--- src/rtl/mem_arbiter_if.sv ---
`default_nettype none
// ============================================================================
// Module  : mem_arbiter_if
// Brief   : Two-requester memory bus bundle: request side, grant/read-return
//           side and the single shared memory port.
// Revision: 1.0 - initial release
// ============================================================================
interface mem_arbiter_if #(
  parameter int DATA_W = 32,
  parameter int SIZE_W = 2
);

  logic              p0_req;
  logic              p0_we;
  logic [DATA_W-1:0] p0_addr;
  logic [SIZE_W-1:0] p0_size;
  logic [DATA_W-1:0] p0_wdata;
  logic              p0_gnt;
  logic              p0_rvalid;
  logic [DATA_W-1:0] p0_rdata;

  logic              p1_req;
  logic              p1_we;
  logic [DATA_W-1:0] p1_addr;
  logic [SIZE_W-1:0] p1_size;
  logic [DATA_W-1:0] p1_wdata;
  logic              p1_gnt;
  logic              p1_rvalid;
  logic [DATA_W-1:0] p1_rdata;

  logic [DATA_W-1:0] mem_addr;
  logic [SIZE_W-1:0] mem_size;
  logic              mem_rden;
  logic              mem_wren;
  logic [DATA_W-1:0] memwrite_data;
  logic [DATA_W-1:0] memread_data;

  // Arbiter side
  modport slave (
    input  p0_req, p0_we, p0_addr, p0_size, p0_wdata,
    output p0_gnt, p0_rvalid, p0_rdata,
    input  p1_req, p1_we, p1_addr, p1_size, p1_wdata,
    output p1_gnt, p1_rvalid, p1_rdata,
    output mem_addr, mem_size, mem_rden, mem_wren, memwrite_data,
    input  memread_data
  );

  // Requesters plus memory side
  modport master (
    output p0_req, p0_we, p0_addr, p0_size, p0_wdata,
    input  p0_gnt, p0_rvalid, p0_rdata,
    output p1_req, p1_we, p1_addr, p1_size, p1_wdata,
    input  p1_gnt, p1_rvalid, p1_rdata,
    input  mem_addr, mem_size, mem_rden, mem_wren, memwrite_data,
    output memread_data
  );

endinterface
`default_nettype wire

--- src/rtl/mem_arbiter.sv ---
`default_nettype none
// ============================================================================
// Module  : mem_arbiter
// Brief   : Two-port arbiter onto a single memory port, one access per cycle,
//           read data returned one cycle after the grant. Define
//           MEM_ARB_RR_EN for round-robin; default is fixed priority to port 0
//           with a HOLD_MAX starvation limit for port 1.
// Revision: 1.0 - initial release
// ============================================================================
module mem_arbiter #(
  parameter int HOLD_MAX = 4
) (
  input  wire logic    clk,
  input  wire logic    rst,
  mem_arbiter_if.slave bus
);

  typedef enum logic [1:0] {
    IDLE = 2'd0,
    G0   = 2'd1,
    G1   = 2'd2
  } state_t;

  state_t state_q, state_d;
  logic   gnt0, gnt1;
  logic   rvalid0_q, rvalid0_d;
  logic   rvalid1_q, rvalid1_d;

`ifdef MEM_ARB_RR_EN

  // Under contention the port that did not win last cycle goes next.
  always_comb begin
    gnt0 = 1'b0;
    gnt1 = 1'b0;
    if (!rst) begin
      if (bus.p0_req && bus.p1_req) begin
        if (state_q == G0) gnt1 = 1'b1;
        else               gnt0 = 1'b1;
      end else begin
        gnt0 = bus.p0_req;
        gnt1 = bus.p1_req;
      end
    end
  end

`else

  localparam int              CNT_W      = (HOLD_MAX < 1) ? 1 : $clog2(HOLD_MAX + 1);
  localparam logic [CNT_W-1:0] HOLD_LIMIT = CNT_W'(HOLD_MAX);

  logic [CNT_W-1:0] hold_cnt_q, hold_cnt_d;

  always_comb begin
    gnt0 = 1'b0;
    gnt1 = 1'b0;
    if (!rst) begin
      if (bus.p0_req && bus.p1_req) begin
        if (hold_cnt_q >= HOLD_LIMIT) gnt1 = 1'b1;
        else                          gnt0 = 1'b1;
      end else begin
        gnt0 = bus.p0_req;
        gnt1 = bus.p1_req;
      end
    end
  end

  // Counts contended port-0 wins in an unbroken run of port-0 grants.
  always_comb begin
    hold_cnt_d = hold_cnt_q;
    if (!bus.p0_req || gnt1) begin
      hold_cnt_d = '0;
    end else if (gnt0 && bus.p1_req) begin
      if (state_q != G0)               hold_cnt_d = CNT_W'(1);
      else if (hold_cnt_q != HOLD_LIMIT) hold_cnt_d = hold_cnt_q + 1'b1;
    end
  end

  always_ff @(posedge clk) begin
    if (rst) hold_cnt_q <= '0;
    else     hold_cnt_q <= hold_cnt_d;
  end

`endif

  always_comb begin
    state_d   = IDLE;
    rvalid0_d = 1'b0;
    rvalid1_d = 1'b0;
    if (gnt0) begin
      state_d   = G0;
      rvalid0_d = !bus.p0_we;
    end else if (gnt1) begin
      state_d   = G1;
      rvalid1_d = !bus.p1_we;
    end
  end

  always_ff @(posedge clk) begin
    if (rst) begin
      state_q   <= IDLE;
      rvalid0_q <= 1'b0;
      rvalid1_q <= 1'b0;
    end else begin
      state_q   <= state_d;
      rvalid0_q <= rvalid0_d;
      rvalid1_q <= rvalid1_d;
    end
  end

  always_comb begin
    bus.mem_addr      = '0;
    bus.mem_size      = '0;
    bus.mem_rden      = 1'b0;
    bus.mem_wren      = 1'b0;
    bus.memwrite_data = '0;
    if (gnt0) begin
      bus.mem_addr      = bus.p0_addr;
      bus.mem_size      = bus.p0_size;
      bus.mem_rden      = !bus.p0_we;
      bus.mem_wren      = bus.p0_we;
      bus.memwrite_data = bus.p0_wdata;
    end else if (gnt1) begin
      bus.mem_addr      = bus.p1_addr;
      bus.mem_size      = bus.p1_size;
      bus.mem_rden      = !bus.p1_we;
      bus.mem_wren      = bus.p1_we;
      bus.memwrite_data = bus.p1_wdata;
    end
  end

  // A return still in flight when rst rises is masked here, then dropped.
  always_comb begin
    bus.p0_gnt    = gnt0;
    bus.p1_gnt    = gnt1;
    bus.p0_rvalid = rvalid0_q && !rst;
    bus.p1_rvalid = rvalid1_q && !rst;
    bus.p0_rdata  = bus.p0_rvalid ? bus.memread_data : '0;
    bus.p1_rdata  = bus.p1_rvalid ? bus.memread_data : '0;
  end

endmodule
`default_nettype wire

--- src/flat_wrapper.sv ---
// flat-port wrapper written by rule: the top's interface ports become plain ports
module mem_arbiter_flat 
#(
  parameter int HOLD_MAX = 4
)
  (clk, rst, bus_p0_req, bus_p0_we, bus_p0_addr, bus_p0_size, bus_p0_wdata, bus_p0_gnt, bus_p0_rvalid, bus_p0_rdata, bus_p1_req, bus_p1_we, bus_p1_addr, bus_p1_size, bus_p1_wdata, bus_p1_gnt, bus_p1_rvalid, bus_p1_rdata, bus_mem_addr, bus_mem_size, bus_mem_rden, bus_mem_wren, bus_memwrite_data, bus_memread_data);
  mem_arbiter_if #(.DATA_W(32), .SIZE_W(2)) bus_i ();
  input  wire logic clk;
  input  wire logic rst;
  input wire logic [$bits(bus_i.p0_req)-1:0] bus_p0_req;
  input wire logic [$bits(bus_i.p0_we)-1:0] bus_p0_we;
  input wire logic [$bits(bus_i.p0_addr)-1:0] bus_p0_addr;
  input wire logic [$bits(bus_i.p0_size)-1:0] bus_p0_size;
  input wire logic [$bits(bus_i.p0_wdata)-1:0] bus_p0_wdata;
  output wire logic [$bits(bus_i.p0_gnt)-1:0] bus_p0_gnt;
  output wire logic [$bits(bus_i.p0_rvalid)-1:0] bus_p0_rvalid;
  output wire logic [$bits(bus_i.p0_rdata)-1:0] bus_p0_rdata;
  input wire logic [$bits(bus_i.p1_req)-1:0] bus_p1_req;
  input wire logic [$bits(bus_i.p1_we)-1:0] bus_p1_we;
  input wire logic [$bits(bus_i.p1_addr)-1:0] bus_p1_addr;
  input wire logic [$bits(bus_i.p1_size)-1:0] bus_p1_size;
  input wire logic [$bits(bus_i.p1_wdata)-1:0] bus_p1_wdata;
  output wire logic [$bits(bus_i.p1_gnt)-1:0] bus_p1_gnt;
  output wire logic [$bits(bus_i.p1_rvalid)-1:0] bus_p1_rvalid;
  output wire logic [$bits(bus_i.p1_rdata)-1:0] bus_p1_rdata;
  output wire logic [$bits(bus_i.mem_addr)-1:0] bus_mem_addr;
  output wire logic [$bits(bus_i.mem_size)-1:0] bus_mem_size;
  output wire logic [$bits(bus_i.mem_rden)-1:0] bus_mem_rden;
  output wire logic [$bits(bus_i.mem_wren)-1:0] bus_mem_wren;
  output wire logic [$bits(bus_i.memwrite_data)-1:0] bus_memwrite_data;
  input wire logic [$bits(bus_i.memread_data)-1:0] bus_memread_data;
  assign bus_i.p0_req = bus_p0_req;
  assign bus_i.p0_we = bus_p0_we;
  assign bus_i.p0_addr = bus_p0_addr;
  assign bus_i.p0_size = bus_p0_size;
  assign bus_i.p0_wdata = bus_p0_wdata;
  assign bus_p0_gnt = bus_i.p0_gnt;
  assign bus_p0_rvalid = bus_i.p0_rvalid;
  assign bus_p0_rdata = bus_i.p0_rdata;
  assign bus_i.p1_req = bus_p1_req;
  assign bus_i.p1_we = bus_p1_we;
  assign bus_i.p1_addr = bus_p1_addr;
  assign bus_i.p1_size = bus_p1_size;
  assign bus_i.p1_wdata = bus_p1_wdata;
  assign bus_p1_gnt = bus_i.p1_gnt;
  assign bus_p1_rvalid = bus_i.p1_rvalid;
  assign bus_p1_rdata = bus_i.p1_rdata;
  assign bus_mem_addr = bus_i.mem_addr;
  assign bus_mem_size = bus_i.mem_size;
  assign bus_mem_rden = bus_i.mem_rden;
  assign bus_mem_wren = bus_i.mem_wren;
  assign bus_memwrite_data = bus_i.memwrite_data;
  assign bus_i.memread_data = bus_memread_data;
  mem_arbiter #(.HOLD_MAX(HOLD_MAX)) u_core (.clk(clk), .rst(rst), .bus(bus_i));
endmodule
--- config.mk ---
export PLATFORM = sky130hd
export DESIGN_NAME = mem_arbiter_flat
export DESIGN_NICKNAME = d
export VERILOG_FILES = /design/src/rtl/mem_arbiter_if.sv /design/src/rtl/mem_arbiter.sv /design/src/flat_wrapper.sv
export SDC_FILE = /design/constraint.sdc
export NUM_CORES = 1
export LEC_CHECK = 0
export CAP_MARGIN = 20
export CORE_AREA = 2 2 118 120
export DETAILED_ROUTE_END_ITERATION = 10
export DIE_AREA = 0 0 120 122
export GPL_ROUTABILITY_DRIVEN = 0
export GPL_TIMING_DRIVEN = 0
export MAX_ROUTING_LAYER = met4
export PLACE_DENSITY_LB_ADDON = 0.3
export SLEW_MARGIN = 0
export SYNTH_ARGS = -nofsm -noshare
export SYNTH_HDL_FRONTEND = slang
export SYNTH_SLANG_ARGS = --single-unit
--- constraint.sdc ---
create_clock -name clk -period 1.43 [get_ports clk]
set_input_delay 0.143 -clock clk [delete_from_list [all_inputs] [get_ports clk]]
set_output_delay 0.143 -clock clk [all_outputs]
set_load 0.05 [all_outputs]
==> impl_results.rst <==
.. list-table::
   :header-rows: 1

   * - Metric
     - Value
   * - Critical Path Start Type
     - flip-flop
   * - Layout overhead on the synthesized area
     - 294%
   * - Critical Path Sink Type
     - output pin
   * - Deepest clock path buffer count
     - 2
   * - Slack of the worst reg-to-reg path
     - ~280 ps
   * - Dominant register cell in the synthesized netlist
     - dfxtp_1
   * - Outcome
     - finished, violations left
   * - Most common cell type on the critical path
     - buf_6
   * - Row count
     - 43
   * - Number of distinct library cells after synthesis
     - 20
   * - Worst path arrival time
     - 1520 ps
   * - Critical path, cell by cell
     - nor2b_4 -> nor3b_4 -> buf_12 -> buf_6 -> a22o_2 -> buf_6
   * - Skew-Pair Late Insertion Delay
     - 230 ps
   * - Leakage component of the power
     - 2.57 nW
   * - Count of pins over their slew limit
     - 0
   * - Relative contribution of the clock network to total power
     - 19.0%
   * - Share of flip-flops with an asynchronous set or reset after synthesis
     - 0%
   * - Total grt overflow
     - 0
   * - Pint
     - 1.53 mW
   * - Layout Nets
     - 675
   * - Area of the die
     - 14600 µm²
   * - Initial antenna violation count
     - 0
   * - Standard cell area after detailed placement
     - ~4900 µm²
   * - Worst vdd rail ir drop
     - approximately 0.0003 V
   * - Max Clock Skew
     - 3.13 ps
   * - Number of endpoints with negative hold slack in the final report
     - 0
   * - Clk root buf
     - clkbuf_16
   * - Buffers added on ports
     - 305
   * - Share of the synthesized area in the top cell type
     - between 40% and 50%
   * - Share of cells above drive strength 1
     - 58.6%
   * - Vertical extent of the die
     - 122 µm
   * - Critical path buffers and inverters
     - 3
   * - Area of the core
     - 13500 µm²
   * - Achievable clock frequency
     - 602 MHz
   * - Sequential element share of the synthesized area
     - 9.59%
   * - Number of hold buffers added after CTS
     - 0
   * - Global-route wire length before repair
     - 17.3 mm
   * - Width of the die
     - approximately 120 µm
   * - Non-filler instance count after layout
     - 682
   * - Share of total power consumed by net switching
     - 39.0%
   * - # IOs
     - 306
   * - Total track usage
     - 15.6%
   * - Number of placed instances, taps included
     - 668
   * - Max_cap viols
     - 0
   * - CTS Buf Count
     - 3
   * - Overall Power
     - roughly 2.5 mW
   * - Number of vias after detailed routing
     - 2790
   * - Post-synth design cell area
     - roughly 1500 µm²
   * - Commonest cells post-synth
     - a22o_1, and2_1, buf_6, dfxtp_1, clkbuf_1
   * - Initial DRC count
     - 27
   * - Number of sinks on the clock net
     - 7
   * - Mean instance size in the synthesized netlist
     - 7.99 µm²
   * - Worst relative slew slack
     - approximately three quarters
   * - Total negative setup slack
     - -14930 ps
   * - Vias in the first global route
     - 2958
   * - Main area contributors after synthesis
     - a22o_1, and2_1, dfxtp_1
   * - Max FO, Critical Path
     - 10
   * - Largest incremental delay on the critical path
     - roughly 350 ps
   * - Proportion of power drawn by combinational gates
     - 72.9%
   * - Required time worst endpoint
     - around 1300 ps
   * - Clock transition time at the flip-flop clock pins of the worst setup and hold paths
     - around 40 ps
   * - Worst slack after detailed placement
     - -1350 ps
   * - Final number of setup-violating endpoints
     - 90
   * - Cell area power density
     - 435 nW/µm²
   * - FF+latch count, synth
     - 7
   * - Final hold slack
     - ~220 ps
   * - Unrepaired setup endpoints after global routing
     - yes
   * - Routed Antenna Nets
     - 0
   * - Synthesized Nets
     - ~360
   * - Post-route clock period utilization
     - 116%
   * - Final antenna diode count
     - 0
   * - Half-perimeter wire length after detailed placement
     - 10.1 mm
   * - Initial cell density of the core
     - 10.8%
   * - Count of flip-flops with a built-in enable after synthesis
     - 0
   * - CP max-delay cell
     - dfxtp_4
   * - Post-route worst setup slack
     - -231 ps
   * - Setup CP Type
     - reg -> out
   * - Slew of the pin with the lowest slew margin
     - 346 ps
   * - Pin count of the biggest net entering global routing
     - 11
   * - H-tree Lvls
     - 1
   * - Crit path time final
     - 1660 ps
   * - Number of remaining DRC errors
     - 0
   * - Average wire length per cell after detail routing
     - 18.1 µm
   * - Most common cell in the synthesized netlist
     - a22o_1
   * - Util after Layout
     - between 40% and 50%
   * - Cell type with the largest total area after synthesis
     - a22o_1
   * - Sequential Power Share
     - 8.2%
   * - Number of warning messages in the yosys log
     - 0
   * - Total detailed-routing wirelength
     - 12.3 mm
   * - CP delay by family, top
     - buffers and inverters
   * - Switching power
     - 976 µW
   * - Detailed-router iteration count before antenna repair
     - 4
   * - Violated checks
     - setup timing
   * - Mean number of vias per cell
     - 4.09
   * - Syn Inst Count
     - roughly 180
   * - TritonCTS clock tree
     - done
   * - Type of the worst min-delay path
     - in -> reg
   * - Post-route cell area
     - about 5800 µm²
[kinds of logic (layout without fill, tap and decap cells)]
logic type / count (synthesis) / after routing / share of synthesized area [%]
AO/OA/AOI/OAI: 72 / 72 / 43.5
adder cells (fa/ha/maj): 2 / 2 / 1.71
buffers and inverters: 25 / 344 / 12.1
flip-flops: 7 / 7 / 9.59
AND/OR/NAND/NOR: 77 / 77 / 33.1
[state kept, by name, summed over array words and instances (netlist names)]
| signal | cells |
|---|---|
| u_core.hold_cnt_q | 3 |
| u_core.state_q | 2 |
| u_core.rvalid0_q | 1 |
| u_core.rvalid1_q | 1 |
[worst reg2reg max path: stages (launching register included)]
cell,delay [ps]
dfxtp_4,360
nor2b_4,50
nor3b_4,200
buf_12,170
buf_12,160
and2_1,140
[layer usage]
| layer | part of all wire, % | vias up | wire, µm | track usage (%) |
|---|---|---|---|---|
| met1 | 37 | 1281 | 4520 | 16.8 |
| met4 | 0.75 | 0 | 92 | 1.32 |
| met3 | 8.5 | 8 | 1050 | 3.98 |
| li1 | - | 1314 | - | - |
| met2 | 54 | 187 | 6670 | 29.7 |
| met5 | 0 | - | 0 | - |
[power groups by stage]
stage / combinational [mW] / clock [mW] / sequential, mW
6_report: 1.82 / 0.475 / 0.204
5_1_grt: 1.90 / 0.495 / 0.205
4_1_cts: 1.71 / 0.484 / 0.204
3_5_place_dp: 1.59 / 0 / 0.209
3_3_place_gp: 1.59 / 0 / 0.208
2_1_floorplan: 0.773 / 0 / 0.207
[area by class of cell]
class,instances,area (µm²)
repair buffers,316,3590
inverters,5,26.3
well taps,180,225
fillers,1324,7740
plain buffers,19,233
multi-input cells,151,1460
clock buffers,4,78.8
flip-flops and latches,7,145
[what timing repair did]
| item | CTS | global route |
|---|---|---|
| gates cloned | 1 | 2 |
| pin swaps | 6 | 9 |
| resized for setup | 832 | 304 |
| setup endpoints to repair | 137 | 135 |
| buffers inserted | 4 | 5 |
[placed cells by master (no fill, tap or decap)]
cell type        synthesis  layout
clkdlybuf4s50_1          0     166
buf_6                   10      74
buf_8                    0      73
a22o_2                   0      57
and2_4                   0      47
and2_1                  65      18
a22o_4                   0      10
buf_4                    0       5
clkbuf_16                0       5
clkbuf_2                 0       5
dfxtp_1                  7       5
inv_1                    4       4
buf_2                    4       4
nor2_1                   4       4
nor2b_4                  0       2
buf_12                   0       2
a22o_1                  69       2
ha_1                     2       2
dlygate4sd2_1            0       2
and2b_2                  0       1
nor3b_4                  1       1
nand2b_4                 0       1
a21o_4                   1       1
inv_8                    0       1
o2bb2ai_4                0       1
nor3b_1                  1       1
nand2_1                  1       1
nor4_1                   1       1
a211oi_1                 1       1
clkbuf_1                 6       1
bufbuf_16                0       1
clkbuf_4                 0       1
dfxtp_4                  0       1
dfxtp_2                  0       1
[worst paths after layout]
| check | from | to | depth (start not counted) |
|---|---|---|---|
| setup reg to reg | u_core.hold_cnt_q[2] | u_core.rvalid1_q | 5 |
| setup / recovery | u_core.hold_cnt_q[2] | bus_mem_addr[22] | 6 |
| hold / removal | rst | u_core.state_q[1] | 2 |
| hold reg to reg | u_core.hold_cnt_q[1] | u_core.hold_cnt_q[1] | 1 |
(Power assumes the default switching activity.)
